$ cat src/rtl/reg_file_param.sv
// Parametrised register file: two combinational read ports, one synchronous write port,
// optional hardwired zero register, hardware clear sweep. Optional forwarding: REGFILE_BYPASS_EN.
//
// state    | meaning
// ST_CLEAR | sweeping zeros into entry[idx_q]; READY=0, reads return 0, writes ignored
// ST_RUN   | normal operation; READY=1
module reg_file_param #(
    parameter int DATA_W   = 64,
    parameter int DEPTH    = 32,
    parameter int HAS_ZERO = 1,
    parameter int ZERO_REG = 31,
    localparam int ADDR_W  = $clog2(DEPTH)
) (
    input  logic              CLK,
    input  logic              RESET_N,
    input  logic              CLEAR_REQ,
    input  logic [ADDR_W-1:0] READ_REG_A,
    input  logic [ADDR_W-1:0] READ_REG_B,
    input  logic [ADDR_W-1:0] WRITE_REG,
    input  logic [DATA_W-1:0] WRITE_DATA,
    input  logic              REG_WRITE_ENABLE,
    output logic [DATA_W-1:0] DATA_OUT_A,
    output logic [DATA_W-1:0] DATA_OUT_B,
    output logic              READY
);

    typedef enum logic {ST_CLEAR, ST_RUN} state_t;

    localparam logic [ADDR_W:0]   DEPTH_EXT = (ADDR_W + 1)'(DEPTH);
    localparam logic [ADDR_W-1:0] LAST_IDX  = ADDR_W'(DEPTH - 1);
    localparam logic [ADDR_W-1:0] ZERO_IDX  = ADDR_W'(ZERO_REG);

    state_t            state_q, state_d;
    logic [ADDR_W-1:0] idx_q, idx_d;
    logic [DATA_W-1:0] mem [DEPTH];
    logic              wr_en;

    // An address is live when it maps to a real entry that is not the hardwired zero.
    function automatic logic addr_live(input logic [ADDR_W-1:0] addr);
        logic in_range;
        logic is_zero;
        in_range = ({1'b0, addr} < DEPTH_EXT);
        is_zero  = (HAS_ZERO != 0) && (addr == ZERO_IDX);
        return in_range && !is_zero;
    endfunction

    assign READY = (state_q == ST_RUN);
    assign wr_en = READY && REG_WRITE_ENABLE && addr_live(WRITE_REG);

    always_ff @(posedge CLK or negedge RESET_N) begin
        if (!RESET_N) begin
            state_q <= ST_CLEAR;
            idx_q   <= '0;
        end else begin
            state_q <= state_d;
            idx_q   <= idx_d;
        end
    end

    always_comb begin
        state_d = state_q;
        idx_d   = idx_q;
        case (state_q)
            ST_CLEAR: begin
                idx_d = idx_q + 1'b1;
                if (idx_q == LAST_IDX) begin
                    state_d = ST_RUN;
                end
            end
            ST_RUN: begin
                if (CLEAR_REQ) begin
                    state_d = ST_CLEAR;
                    idx_d   = '0;
                end
            end
            default: begin
                state_d = ST_CLEAR;
                idx_d   = '0;
            end
        endcase
    end

    // Storage has no reset; the sweep is what initialises it.
    always_ff @(posedge CLK) begin
        if (state_q == ST_CLEAR) begin
            mem[idx_q] <= '0;
        end else if (wr_en) begin
            mem[WRITE_REG] <= WRITE_DATA;
        end
    end

    always_comb begin
        DATA_OUT_A = '0;
        if (READY && addr_live(READ_REG_A)) begin
`ifdef REGFILE_BYPASS_EN
            if (wr_en && (WRITE_REG == READ_REG_A)) begin
                DATA_OUT_A = WRITE_DATA;
            end else begin
                DATA_OUT_A = mem[READ_REG_A];
            end
`else
            DATA_OUT_A = mem[READ_REG_A];
`endif
        end
    end

    always_comb begin
        DATA_OUT_B = '0;
        if (READY && addr_live(READ_REG_B)) begin
`ifdef REGFILE_BYPASS_EN
            if (wr_en && (WRITE_REG == READ_REG_B)) begin
                DATA_OUT_B = WRITE_DATA;
            end else begin
                DATA_OUT_B = mem[READ_REG_B];
            end
`else
            DATA_OUT_B = mem[READ_REG_B];
`endif
        end
    end

endmodule

$ cat config.mk
export PLATFORM = sky130hd
export DESIGN_NAME = reg_file_param
export DESIGN_NICKNAME = d
export VERILOG_FILES = /design/src/rtl/reg_file_param.sv
export SDC_FILE = /design/constraint.sdc
export NUM_CORES = 2
export LEC_CHECK = 0
export CAP_MARGIN = 20
export CORE_MARGIN = 2
export CORE_UTILIZATION = 55
export CTS_CLUSTER_DIAMETER = 150
export CTS_CLUSTER_SIZE = 24
export DETAILED_ROUTE_END_ITERATION = 12
export PLACE_DENSITY = 0.74
export SYNTH_ARGS = -nofsm -noshare
export SYNTH_HDL_FRONTEND = slang
export SYNTH_SLANG_ARGS = --single-unit
$ cat constraint.sdc
create_clock -name CLK -period 10 [get_ports CLK]
set_input_delay 2 -clock CLK [delete_from_list [all_inputs] [get_ports CLK]]
set_output_delay 2 -clock CLK [all_outputs]
set_load 0.01 [all_outputs]
==> reports/results.ini <==
[run_status]
run_status=finished clean

[finish]
area_growth_pct=8.18
fin_nets=4986
drive_gt1_share_pct=24.6
layout_common_cells=edfxtp_1 (2048), mux4_2 (768), mux2i_1 (522)
fin_cells=7234
design_area_sq_um=103000
layout_commonest_cell=edfxtp_1
num-fill-cells=12040

[die]
dieArea_sq_um=176000
core_area_sq_um=171000
rows=152
start_util_pct=55.3
pin_count=212
die_x_microns=419
die_h_microns=419

[pwr]
power_density_nw_per_um2=182
ir_drop_mv=0.166
leakagePower_nw=33.1

[placement]
io_buffers=211
post_dp_cell_area_sq_um=99400
gp_congestion=0.809
placedCellCount=7093
dp_hpwl_microns=146000

[critical_path]
startpoint_type=input port
crit_path_end_kind=primary output
cp.required_ns=8.00
critical_path_arrival_ns=5.88
critPathLaunch=READ_REG_B[3]
reg2reg_from=READY
crit_fanout=49
crit_type=input port to primary output

[global_route]
grt_pass1_vias=55189
grt_max_degree=128
grt_pass1_wl_microns=384000
grt.overflow.total=0
gr-usage-all-layers_pct=30.4
antenna_found_initial=8

[sta]
finClkSkew_ns=0.0495
tightestPinTransition_ns=1.21
finalSetupTns_ns=0
clock.fmax_mhz=127
post-route-min-period_ns=7.88
period_share_pct=78.8
hold_viol_final=0
rsz0062_at_grt=false
setup_violations=0
slew_headroom_pct=19.2
final-max-slew-violation-count=0

[yosys]
syn-num-nets=4915
ys_types=51
synth-edff-count=2048
synth_area_sq_um=94800
synthFlopType=edfxtp_1
yosysWarnings=0
yosysSeqAreaShare_pct=65.1
avgSynthCellArea_sq_um=19.6
syn_inst=4830
ys_ff_latch=2054
ys_async_sr_fraction_pct=0.292

[cts]
tritoncts=done
cts_inserted_buffers=96
cts_sinks=2054
clk_pin_slew_ns=0.09
postCtsHoldBufs=0
cts_setup_buffers=0
clock_latency_ns=0.78
cts-resized-gates=0
cts-root-buf=clkbuf_16
clockBufferDepth=3
h-tree-depth=3

[min_path]
hp-start=idx_q[0]
hold_class=flip-flop to flip-flop

[drt]
routed-wl-met2_microns=131000
wl_met3_microns=26800
vias=54062
routedWlPerCell_microns=36.7
maxUsedRoutingLayer=met5
drt-met1-wl_microns=97300
viasPerCell=7.47
dr.pass1.iters=5
antenna_left=0
drt_wl_total_microns=266000
remaining_drc_errors=0
first_iter_violations=7423

[job]
maxCapViolations=0

flip-flops by register name, indices dropped and copies added, names as in the netlist:
name   cells
mem     2048
READY      1
idx_q      5
stage by stage:
stage	hold slack (ns)	setup WS, ns	power (W)	utilization, %
final	0.629	2.12	0.0187	59.8
after global routing	0.661	2.05	0.0191	59.8
after CTS	0.632	2.08	0.0186	59.6
after detailed placement	0.618	2.09	0.0144	58.0
after global placement	0.598	2.14	0.0142	58.0
after floorplan	0.572	0.397	0.0130	-
final timing paths:
check | end | slack [ns] | depth (start not counted)
hold reg to reg | idx_q[0] | 0.63 | 2
setup / recovery | DATA_OUT_B[24] | 2.12 | 8
max in group asynchronous | idx_q[1] | 8.31 | 1
setup reg to reg | mem[0][29] | 5.03 | 7
hold / removal | idx_q[0] | 0.63 | 2
min in group asynchronous | idx_q[3] | 1.46 | 1
power breakdown:
group,total (W),switching (W),internal (W)
combinational,0.00339,0.00222,0.00117
clock,0.00444,0.00264,0.00181
sequential,0.0108,0.000328,0.0105
final cells by class:
class / instances / area, sq um / share of cell area (%)
sequential: 2054 / 61600 / 60.1
clock inverter: 7 / 121 / 0.118
multi-input combinational: 2347 / 31200 / 30.4
inverter: 9 / 33.8 / 0.0330
antenna: 5 / 12.5 / 0.0122
clock buffer: 109 / 2510 / 2.45
tap: 2310 / 2890 / 2.82
timing repair buffer: 393 / 4130 / 4.03
worst max-delay path, cell delays in order:
cell and delay, ns:
clkdlybuf4s50_1 0.76, nand3_4 0.49, buf_4 0.55, buf_4 0.38, o22ai_1 0.25, a2111oi_2 0.08, a211oi_1 0.65, clkdlybuf4s50_1 0.67
synthesized netlist by cell type (7+ instances only):
cell type     n  area [sq um]
edfxtp_1   2048         61500
mux4_2      768         17300
mux2i_1     522          5230
clkbuf_1    210           788
o22ai_1     132           826
a21oi_1     130           651
a211oi_1    127           953
a22oi_1     127           953
o221ai_1    127          1110
a22o_1      126          1100
a2111oi_2   100          1500
buf_4        81           608
buf_2        68           340
and2_1       65           407
buf_6        28           315
a2111oi_0    26           228
buf_1        24          90.1
nor2_1       16          60.1
nor3_1       16          80.1
nand2_1      12          45.0
inv_1         9          33.8
clkbuf_4      7          52.6
metal layers:
| layer | up-vias | GRT usage, % |
|---|---|---|
| li1 | 21236 | - |
| met1 | 28827 | 42.0 |
| met2 | 3438 | 49.4 |
| met3 | 559 | 4.74 |
| met4 | 2 | 11.3 |
| met5 | - | 0 |
logic make-up (layout without fill, tap and decap cells):
family	count (synthesis)	count (layout)	share of synthesized area (%)
flip-flops	2054	2054	65.1
multiplexers	1291	1291	23.8
AO/OA/AOI/OAI	917	917	7.94
buffers and inverters	429	518	2.38
AND/OR/NAND/NOR	135	135	0.807
adder cells (fa/ha/maj)	2	2	0.0264
XOR/XNOR	2	2	0.0185
other	0	5	0
Power figures use the tool's default switching activity.
